## src/rtl/minority_voter_pkg.sv

```systemverilog
// Shared types and helpers for the minority voter array: channel FSM states,
// run-counter width and the per-channel leg classification.
package minority_voter_pkg;

    localparam int MV_CNT_W = 8;

    typedef enum logic [1:0] {
        DRIVE   = 2'd0,
        SUSPECT = 2'd1,
        OFF     = 2'd2,
        RECOVER = 2'd3
    } mv_state_t;

    // Returns {minority, agree}; both low means the two references disagree.
    function automatic logic [1:0] mv_classify(input logic primary, input logic ref_a,
                                               input logic ref_b);
        logic minority;
        logic agree;
        minority = (ref_a == ref_b) && (primary != ref_a);
        agree    = (ref_a == ref_b) && (primary == ref_a);
        return {minority, agree};
    endfunction

endpackage

```

## src/rtl/minority_voter_array_channel.sv

```systemverilog
// One voted output channel: filter FSM with run counter, registered tristate,
// sticky fault flag and a combinational OFF-entry pulse for the event counter.
module minority_voter_channel
    import minority_voter_pkg::*;
#(
    parameter int FILTER_DEPTH  = 3,
    parameter int RELEASE_DEPTH = 16
) (
    input  logic      clk,
    input  logic      rst,
    input  logic      enable_i,
    input  logic      primary_i,
    input  logic      reference_a_i,
    input  logic      reference_b_i,
    input  logic      fault_clear_i,
    output logic      tristate_o,
    output logic      fault_o,
    output logic      entry_o,
    output mv_state_t state_o
);

    localparam logic [MV_CNT_W-1:0] FD = MV_CNT_W'(FILTER_DEPTH);
    localparam logic [MV_CNT_W-1:0] RD = MV_CNT_W'(RELEASE_DEPTH);

    mv_state_t           state_q, state_d;
    logic [MV_CNT_W-1:0] cnt_q, cnt_d;
    logic [MV_CNT_W-1:0] cnt_inc;
    logic                tri_q, tri_d;
    logic                fault_q, fault_d;
    logic                entry;
    logic                minority;
    logic                agree;

    always_comb begin
        {minority, agree} = mv_classify(primary_i, reference_a_i, reference_b_i);
        state_d = state_q;
        cnt_d   = cnt_q;
        cnt_inc = cnt_q + MV_CNT_W'(1);
        entry   = 1'b0;

        if (!enable_i) begin
            state_d = DRIVE;
            cnt_d   = '0;
        end else begin
            case (state_q)
                DRIVE: begin
                    if (minority) begin
                        if (FD == MV_CNT_W'(1)) begin
                            state_d = OFF;
                            cnt_d   = '0;
                            entry   = 1'b1;
                        end else begin
                            state_d = SUSPECT;
                            cnt_d   = MV_CNT_W'(1);
                        end
                    end
                end
                SUSPECT: begin
                    // Undecided cycles fall through: state and count are held.
                    if (minority) begin
                        if (cnt_inc == FD) begin
                            state_d = OFF;
                            cnt_d   = '0;
                            entry   = 1'b1;
                        end else begin
                            cnt_d = cnt_inc;
                        end
                    end else if (agree) begin
                        state_d = DRIVE;
                        cnt_d   = '0;
                    end
                end
                OFF: begin
                    if (agree) begin
                        if (RD == MV_CNT_W'(1)) begin
                            state_d = DRIVE;
                            cnt_d   = '0;
                        end else begin
                            state_d = RECOVER;
                            cnt_d   = MV_CNT_W'(1);
                        end
                    end
                end
                RECOVER: begin
                    if (agree) begin
                        if (cnt_inc == RD) begin
                            state_d = DRIVE;
                            cnt_d   = '0;
                        end else begin
                            cnt_d = cnt_inc;
                        end
                    end else if (minority) begin
                        state_d = OFF;
                        cnt_d   = '0;
                    end
                end
                default: begin
                    state_d = DRIVE;
                    cnt_d   = '0;
                end
            endcase
        end

        // An entering channel keeps its flag even when a clear lands on the same edge.
        fault_d = entry | (fault_q & ~fault_clear_i);
        tri_d   = (state_d == OFF) || (state_d == RECOVER);
    end

    always_ff @(posedge clk) begin
        if (rst) begin
            state_q <= DRIVE;
            cnt_q   <= '0;
            tri_q   <= 1'b0;
            fault_q <= 1'b0;
        end else begin
            state_q <= state_d;
            cnt_q   <= cnt_d;
            tri_q   <= tri_d;
            fault_q <= fault_d;
        end
    end

    assign tristate_o = tri_q;
    assign fault_o    = fault_q;
    assign entry_o    = entry;
    assign state_o    = state_q;

endmodule

```

## src/rtl/minority_voter_array.sv

```systemverilog
// Bank of WIDTH minority-voter channels plus the slow-control fault-event counter.
// The counter is built only when MINORITY_VOTER_ERRCNT_EN is defined.
module minority_voter_array
    import minority_voter_pkg::*;
#(
    parameter int WIDTH         = 8,
    parameter int FILTER_DEPTH  = 3,
    parameter int RELEASE_DEPTH = 16,
    parameter int CNT_W         = 16
) (
    input  logic             clk,
    input  logic             rst,
    input  logic             enable_i,
    input  logic [WIDTH-1:0] primary_i,
    input  logic [WIDTH-1:0] reference_a_i,
    input  logic [WIDTH-1:0] reference_b_i,
    input  logic             fault_clear_i,
    output logic [WIDTH-1:0] driver_tristate_o,
    output logic [WIDTH-1:0] fault_o,
    output logic [CNT_W-1:0] fault_count_o
);

    logic [WIDTH-1:0] entry;
    mv_state_t        ch_state [WIDTH];

    for (genvar g = 0; g < WIDTH; g++) begin : g_ch
        minority_voter_channel #(
            .FILTER_DEPTH (FILTER_DEPTH),
            .RELEASE_DEPTH(RELEASE_DEPTH)
        ) u_ch (
            .clk          (clk),
            .rst          (rst),
            .enable_i     (enable_i),
            .primary_i    (primary_i[g]),
            .reference_a_i(reference_a_i[g]),
            .reference_b_i(reference_b_i[g]),
            .fault_clear_i(fault_clear_i),
            .tristate_o   (driver_tristate_o[g]),
            .fault_o      (fault_o[g]),
            .entry_o      (entry[g]),
            .state_o      (ch_state[g])
        );
    end

`ifdef MINORITY_VOTER_ERRCNT_EN
    localparam int PW = $clog2(WIDTH + 1);
    localparam int SW = CNT_W + PW;
    localparam logic [SW-1:0] SAT = SW'({CNT_W{1'b1}});

    logic [CNT_W-1:0] count_q, count_d;
    logic [CNT_W-1:0] count_base;
    logic [PW-1:0]    pop;
    logic [SW-1:0]    sum;

    // The sum is widened so a large popcount cannot wrap before saturation.
    always_comb begin
        pop = '0;
        for (int i = 0; i < WIDTH; i++) begin
            pop = pop + PW'(entry[i]);
        end
        count_base = fault_clear_i ? '0 : count_q;
        sum        = SW'(count_base) + SW'(pop);
        count_d    = (sum > SAT) ? {CNT_W{1'b1}} : sum[CNT_W-1:0];
    end

    always_ff @(posedge clk) begin
        if (rst) begin
            count_q <= '0;
        end else begin
            count_q <= count_d;
        end
    end

    assign fault_count_o = count_q;
`else
    logic unused_entry;
    assign unused_entry  = ^entry;
    assign fault_count_o = '0;
`endif

    logic unused_state;
    always_comb begin
        unused_state = 1'b0;
        for (int i = 0; i < WIDTH; i++) begin
            unused_state = unused_state ^ (^ch_state[i]);
        end
    end

endmodule

```

## config.mk

```make
export PLATFORM = sky130hd
export DESIGN_NAME = minority_voter_array
export DESIGN_NICKNAME = d
export VERILOG_FILES = /design/src/rtl/minority_voter_pkg.sv /design/src/rtl/minority_voter_array_channel.sv /design/src/rtl/minority_voter_array.sv
export SDC_FILE = /design/constraint.sdc
export NUM_CORES = 1
export LEC_CHECK = 0
export BUFFER_PORTS_ARGS = -buffer_cell sky130_fd_sc_hd__buf_4
export CAP_MARGIN = 20
export CELL_PAD_IN_SITES_DETAIL_PLACEMENT = 2
export CELL_PAD_IN_SITES_GLOBAL_PLACEMENT = 2
export CORE_MARGIN = 2
export CORE_UTILIZATION = 32
export DETAILED_ROUTE_END_ITERATION = 10
export HOLD_SLACK_MARGIN = 0.15
export PLACE_DENSITY = 0.75
export SLEW_MARGIN = 20
export SYNTH_ARGS = -nofsm -noshare
export SYNTH_HDL_FRONTEND = slang
export SYNTH_SLANG_ARGS = --single-unit
```

## constraint.sdc

```tcl
create_clock -name clk -period 2.1 [get_ports clk]
set_clock_uncertainty 0.05 [all_clocks]
set_input_delay 0.42 -clock clk [delete_from_list [all_inputs] [get_ports clk]]
set_output_delay 0.42 -clock clk [all_outputs]
set_load 0.01 [all_outputs]
```

* Word-level counts from Yosys, hierarchy flattened *
Cells that the tools add are included.
Widths: inputs -> output; s select.

storage, ports and cells
  register bits = 96
  word-level logic and storage cells = 395
  output and inout bits = 32
  bits of input ports = 28

operators by class
  mux-type cells = 184
  equal/unequal tests = 112
  $add $sub $neg = 8
  reduce and logical (&&, ||, !) cells = 41
  bitwise gates (word level) = 18

operators by type and width
  operator             count
  $mux 8               64
  $pmux 8 s4           8
  $mux 2               72
  $add 8x1->8 const B  8
  $eq 2x2->1 const B   32
  $eq 8x2->1 const B   8
  $eq 8x5->1 const B   8
  $pmux 2 s4           8
  $ne 3x1->1 const B   16
  $mux 1               32
  $ne 2x1->1 const B   16
  $reduce_and 4->1     8
  $eq 1x1->1           16
  $eq 2x1->1 const B   8
  $logic_and 1x1->1    16
  $logic_not 2->1      8
  $and 1x1->1          8
  $logic_or 1x1->1     8
  $ne 1x1->1           8
  $or 1x1->1           8
  $not 1->1            2
  $reduce_or 2->1      1

* Depth between registers and ports, before layout *
Gate-level depths: netlist of the first run.

  depth in word-level cells = 8
  gate-level depth with buffers = 9
  depth with buffers taken out = 8

* Modules after synthesis *
From an unflattened synthesis of the first run, not the netlist that was laid out.

unflattened totals
  cells, all modules = 911
  area, all modules = 7542.2 um^2

modules (own cells, without submodules)
  module                                      times used  area an instance (um^2)  cells each  sequential area each (um^2)
  minority_voter_channel at g_ch[0].u_ch ...  7           920.9                    110         240.2
  minority_voter_channel at g_ch[2].u_ch      1           972.2                    124         240.2
  minority_voter_array                        1           123.9                    17          0.0

* Worst setup path after synthesis of the first run *
No wires, ideal clock.

  path kind = register to register
  from = reg g_ch[1].u_ch.cnt_q[0]
  to = reg g_ch[1].u_ch.state_q[0]
  setup slack = 41 ps
  data arrival time = 1888 ps
  period minus slack after synthesis = 2059 ps
  cell stages (with the launch flop) = 9
  required time = 1928 ps
  path buffers = 0
  library setup time = 122 ps
  cells stage by stage = dfxtp_1 -> ha_1 -> nand3_1 -> o21ai_0 -> o2111ai_2 -> or2_2 -> a31oi_1 -> o32ai_1 -> o311a_1

on the way
  word-level cells in the longest chain between the ends = 6
  elaborated cells on any way between the ends = 9

ends and longest elaborated chain
  element                                   line                                                                    source
  start: declaration                        minority_voter_array_channel.sv:26                                      logic [MV_CNT_W-1:0] cnt_q, cnt_d;
  start signal: assignment                  minority_voter_array_channel.sv:117                                     cnt_q <= cnt_d;
  $add 8x1->8 (*)                           minority_voter_array_channel.sv:38                                      cnt_inc = cnt_q + MV_CNT_W'(1);
  $eq 8x5->1 or $eq 8x2->1 (tied branches)  minority_voter_array_channel.sv:86, minority_voter_array_channel.sv:61
  $mux 2 (on tied branches)                 minority_voter_array_channel.sv:86, minority_voter_array_channel.sv:61
  $mux 2 (on tied branches)                 minority_voter_array_channel.sv:85, minority_voter_array_channel.sv:60
  $pmux 2 s4 (*)                            minority_voter_array_channel.sv:45                                      case (state_q)
  $mux 2 (*)                                minority_voter_array_channel.sv:41                                      if (!enable_i) begin
  end signal: assignment                    minority_voter_array_channel.sv:116                                     state_q <= state_d;
  end: declaration                          minority_voter_array_channel.sv:25                                      mv_state_t state_q, state_d;

Every way passes the cells marked *; elsewhere a longest branch is shown, timed or not.
A chain may end at the register's enable or synchronous reset.

* Final worst setup path of the first run *
Same ends and word-level chain as after synthesis.

==> results of run 1 <==
-- worst register-to-register path, cell delays in order, from the launching register on --
cell and delay (ns):
dfxtp_1 0.35, ha_2 0.20, nand3_2 0.11, or3_4 0.40, o2111ai_2 0.13, buf_4 0.18, nor2_1 0.06, o32ai_1 0.35
o311a_1 0.24
-- layer usage --
| layer | global-route usage | part of all wire | vias up |
|---|---|---|---|
| met5 | 0 | 0 | - |
| met4 | 0.0533 | 0.013 | 0 |
| met3 | 0.0255 | 0.015 | 22 |
| met2 | 0.367 | 0.52 | 58 |
| met1 | 0.248 | 0.45 | 3553 |
| li1 | - | - | 3480 |
-- final timing paths --
kind	endpoint	slack, ns	startpoint	cells after the start
setup / recovery	g_ch[1].u_ch.state_o[0]	-0.02	g_ch[1].u_ch.cnt_q[0]	8
setup reg to reg	g_ch[1].u_ch.state_o[0]	-0.02	g_ch[1].u_ch.cnt_q[0]	8
hold reg to reg	g_ch[0].u_ch.fault_o	0.40	g_ch[0].u_ch.fault_o	2
hold / removal	g_ch[0].u_ch.fault_o	0.40	g_ch[0].u_ch.fault_o	2
-- synth_stat cells (11+ instances only) --
master    instances  area [um^2]
nand3_1          43          215
clkbuf_1         25         93.8
a211oi_1         11         82.6
and3_1           16          100
buf_2            16         80.1
nor2_1           90          338
inv_1            31          116
o22ai_1          11         68.8
nor3_1           34          170
nand3b_1         12         90.1
xor2_1           23          201
o21ai_0          68          340
xnor2_1          12          105
a21oi_1          67          335
buf_4            35          263
ha_1             18          225
dfxtp_1          96         1920
a31oi_1          17          106
nand2_1          97          364
a22oi_1          20          150
-- timing repair --
item	in CTS	in global routing
gates resized for setup	21	107
setup buffers	1	15
pin swaps	10	37
endpoints found under the setup margin	20	53
-- where the power goes --
| group | internal, W | switching, W | leakage, nW |
|---|---|---|---|
| registers | 0.00183 | 0.0000219 | 0.791 |
| clock network | 0.000841 | 0.000764 | 0.133 |
| logic | 0.000210 | 0.000313 | 2.45 |
| total | 0.00288 | 0.00110 | 3.37 |
-- stage by stage --
stage | util | instances | instance area (um^2) | setup slack (ns)
after global routing | 0.419 | 1308 | 8840 | -0.112
after global placement | 0.377 | 1276 | 7950 | -0.00375
final | 0.419 | 1308 | 8840 | -0.0237
after CTS | 0.394 | 1293 | 8300 | -0.0251
after floorplan | - | 934 | 6950 | 0.0406
after detailed placement | 0.377 | 1276 | 7950 | -0.199
-- kinds of logic (layout without fill, tap and decap cells) --
family	Yosys count	after routing	synth area share
DFF	96	96	0.279
adders and majority gates	18	18	0.0327
buffers and inverters	110	209	0.0833
AOI/OAI and AO/OA	257	257	0.240
muxes	7	7	0.0114
and+or+nand+nor	390	390	0.296
other	1	16	0.000544
xor gates and xnor gates	40	40	0.0563
-- final cells by class --
| type | instances | area (um^2) |
|---|---|---|
| inverter | 31 | 116 |
| multi-input combinational | 728 | 4880 |
| sequential | 96 | 1980 |
| clock inverter | 4 | 30.0 |
| clock buffer | 12 | 246 |
| tap | 275 | 344 |
| timing repair buffer | 162 | 1250 |
| fill | 2440 | 12200 |
-- state kept, by name (all words and copies together), names as in the netlist --
register,count
g_ch.u_ch.cnt_q,64
g_ch.u_ch.state_o,16
g_ch.u_ch.fault_o,8
g_ch.u_ch.tristate_o,8
==> impl_metrics.yaml, run 1 <==
worst_setup_path:
  cp_slowest_stage_delay_ns: 0.40
  arrival_ns: 2.37
  crit_required_ns: 2.35
  critical_path_peak_fanout: 3
  cpLargestDelayFamily: "compound AO/OA/AOI/OAI gates"
  cp-end-kind: "register"
  worst-path-buf-inv: 1
  worstPathCellList: "ha_2, nand3_2, or3_4, o2111ai_2, buf_4, nor2_1, o32ai_1, o311a_1"
  startpoint_type: "register"
  path_class: "reg -> reg"
  slowest_stage: "or3_4"
clock_tree:
  root_buffer: "clkbuf_16"
  cts.sinks: 96
  cts-hold-fix-buffers: 0
  cts_tree: "done"
  h-tree-depth: 3
  clockBufferDepth: 2
  path_clk_slew_ns: 0.07
  worstSkewPairLatency_ns: 0.36
  cts_buffers: 9
timing:
  hold_viol: 0
  whs_ns: 0.401
  rsz0062_at_grt: "true"
  layout_setup_ws_ns: -0.0237
  worstMarginPinSlew_ns: 0.556
  setup_violations: 1
  fmax_mhz: 471
  drv_slew: 0
  slew_headroom: 0.629
  fin_crit_sh: 1.01
  setup_tns_ns: -0.0237
  post-route-min-period_ns: 2.12
floorplanning:
  row_count: 53
  die_w_um: 151
  fp.dieArea_um2: 22700
  io_pins: 60
  die_h_um: 151
  core_um2: 21100
  start_util: 0.327
logic_synthesis:
  synth_cells: 919
  synth_cell_types: 91
  synthFlopType: "dfxtp_1"
  ys_seq_elements: 96
  synthArstFlopShare: 0
  synth_warnings: 0
  ys_seq_area_frac: 0.279
  synth_edf_count: 0
  synthesis.area_um2: 6890
  syn_area_per_cell_um2: 7.50
grt:
  grt_max_degree: 29
  first_global_vias: 7538
  gr-total-overflow: 0
  grt_pass1_wl_um: 37300
  antenna_found_initial: 0
  grt_usage: 0.201
outcome:
  outcome: "finished, violations left"
  violations: "negative setup slack"
drt:
  ant_nets: 0
  drtIter0Drc: 268
  remaining_drc_errors: 0
  dr.pass1.iters: 5
  num_vias: 7113
  wl_per_cell_um: 18.5
  viasPerCell: 5.44
  drt-total-wl_um: 24200
finish:
  antennaDiodeCount: 0
  final_cell_mix: "buf_4, nand2_1, nor2_1"
  layout_commonest_cell: "buf_4"
  drive_above_1_share: 0.304
  nets: 1074
  syn_to_final_growth_pct: 28.3
pwr:
  ir_drop_mv: 0.364
  leakage_nw: 3.37
  power_w: 0.00398
  p_per_area_nw_per_um2: 450
place:
  gp_congestion: 0.778
  numPortBuffers: 43
  hpwl_um: 16800
min_path:
  hp-class: "reg -> reg"
flow_run:
  max-cap-violations: 0
Note: power is estimated with default switching activity, not from simulation.
==> inputs of run 2 (changes only) <==
--- a/config.mk
+++ b/config.mk
@@ -9,11 +9,13 @@
 export CAP_MARGIN = 20
 export CELL_PAD_IN_SITES_DETAIL_PLACEMENT = 2
 export CELL_PAD_IN_SITES_GLOBAL_PLACEMENT = 2
+export CORE_ASPECT_RATIO = 0.7
 export CORE_MARGIN = 2
 export CORE_UTILIZATION = 32
 export DETAILED_ROUTE_END_ITERATION = 10
 export HOLD_SLACK_MARGIN = 0.15
 export PLACE_DENSITY = 0.75
+export SETUP_SLACK_MARGIN = 0.1
 export SLEW_MARGIN = 20
 export SYNTH_ARGS = -nofsm -noshare
 export SYNTH_HDL_FRONTEND = slang
==> run 2 against run 1 <==
Compared with the run above:
- the run still ends with negative setup slack left
- routed wire length grew 14%
- maximum frequency shrank 0.93%
- sequential power is essentially flat
- via count grew 2.5%
- die area is essentially flat
- flip-flop and latch count is the same
- combinational power grew 1%
- critical path depth grew 1
- register-to-register slack lost 0.02 ns
- count of clock-buffer cells in the layout is the same
- cell area grew 6.7%
- setup slack lost 0.020 ns
==> impl_metrics.yaml, run 2 (same netlist as run 1, synthesis figures left out) <==
outcome:
  outcome: "finished, violations left"
  violations: "negative setup slack"
timing:
  layout_setup_ws_ns: -0.0436
  drv_slew: 0
  post-route-min-period_ns: 2.14
  slew_headroom: 0.567
  fin_crit_sh: 1.02
  rsz0062_at_grt: "true"
  setup_tns_ns: -0.187
  hold_viol: 0
  worstMarginPinSlew_ns: 0.648
  setup_violations: 8
  fmax_mhz: 467
pwr:
  leakage_nw: 3.51
  ir_drop_mv: 0.322
  power_w: 0.00397
  p_per_area_nw_per_um2: 421
clock_tree:
  cts.sinks: 96
  path_clk_slew_ns: 0.08
  root_buffer: "clkbuf_16"
  h-tree-depth: 3
  clockBufferDepth: 2
  worstSkewPairLatency_ns: 0.36
  cts_buffers: 9
  cts_tree: "done"
drt:
  wl_per_cell_um: 21.0
  viasPerCell: 5.54
  remaining_drc_errors: 0
  dr.pass1.iters: 5
  drt-total-wl_um: 27600
  num_vias: 7294
  drtIter0Drc: 419
  ant_nets: 0
worst_setup_path:
  path_class: "reg -> reg"
  worstPathCellList: "ha_4, nand3_4, nor2_4, xor2_2, nor4_4, and3_4, buf_6, a211oi_4, a22o_1"
  arrival_ns: 2.34
  startpoint_type: "register"
  slowest_stage: "dfxtp_4"
  critical_path_peak_fanout: 5
  cp_slowest_stage_delay_ns: 0.39
  cp-end-kind: "register"
  crit_required_ns: 2.30
place:
  numPortBuffers: 43
  gp_congestion: 0.801
  post-place-ws_ns: -0.152
  place_area_um2: 7840
  hpwl_um: 16800
finish:
  final_cell_mix: "buf_4, nand2_1, nor2_1"
  antennaDiodeCount: 0
  num-fill-cells: 2336
  largest_register_ffs: 64
  final_area_um2: 9430
  largest-register: "g_ch.u_ch.cnt_q"
  multi_input_area_um2: 5310
  nets: 1081
  seq_area_um2: 2040
  syn_to_final_growth_pct: 36.8
  drive_above_1_share: 0.383
  layout_commonest_cell: "buf_4"
grt:
  gr-total-overflow: 0
  grt_usage: 0.203
  grt_pass1_wl_um: 38500
  grt_max_degree: 33
  antenna_found_initial: 0
  first_global_vias: 7377
min_path:
  hp-class: "reg -> reg"
floorplanning:
  die_w_um: 179
  start_util: 0.329
  die_h_um: 127
  io_pins: 60
  row_count: 44
  fp.dieArea_um2: 22700
  core_um2: 20900
flow_run:
  max-cap-violations: 0
[run 2: report_power, final]
part	switching, W	internal (W)	total, W
logic	0.000329	0.000200	0.000529
registers	0.0000279	0.00181	0.00184
clock network	0.000762	0.000838	0.00160
total	0.00112	0.00285	0.00397
[run 2: final timing paths]
check             slack [ns]  depth (start not counted)                    end                  start
hold / removal          0.40                          2   g_ch[0].u_ch.fault_o   g_ch[0].u_ch.fault_o
setup reg to reg       -0.04                          9  g_ch[3].u_ch.cnt_q[1]  g_ch[3].u_ch.cnt_q[1]
hold reg to reg         0.40                          2   g_ch[0].u_ch.fault_o   g_ch[0].u_ch.fault_o
setup / recovery       -0.04                          9  g_ch[3].u_ch.cnt_q[1]  g_ch[3].u_ch.cnt_q[1]
[run 2: metrics by stage]
step                      hold WS [ns]  cells   util
after detailed placement         0.398   1260  0.375
after floorplan                  0.371    934      -
final                            0.401   1316  0.451
after global placement           0.390   1260  0.375
after global routing             0.414   1316  0.451
after CTS                        0.355   1295  0.407
[run 2: cell type report]
class | instances | area share
timing repair buffer | 169 | 0.142
tap | 276 | 0.0366
multi-input combinational | 728 | 0.563
inverter | 31 | 0.0123
sequential | 96 | 0.216
clock buffer | 12 | 0.0261
clock inverter | 4 | 0.00318
[run 2: critical path: cells and delay by family (launching register included)]
kind	cells	cell delay, ns
buf+inv	1	0.12
flops	1	0.39
compound gates	2	0.29
simple gates	4	0.89
fa+ha+maj	1	0.18
xor+xnor	1	0.10
[run 2: routing by layer]
layer | vias up | part of all wire | global-route usage
li1 | 3488 | - | -
met1 | 3670 | 0.47 | 0.277
met2 | 109 | 0.49 | 0.337
met3 | 27 | 0.025 | 0.0347
met4 | 0 | 0.013 | 0.0392
met5 | - | 0 | 0
[run 2: what timing repair did]
action	4_1_cts	5_1_grt
setup endpoints to repair	47	67
setup buffers	19	22
resized for setup	78	179
pin swaps	29	89
hold buffers	0	0
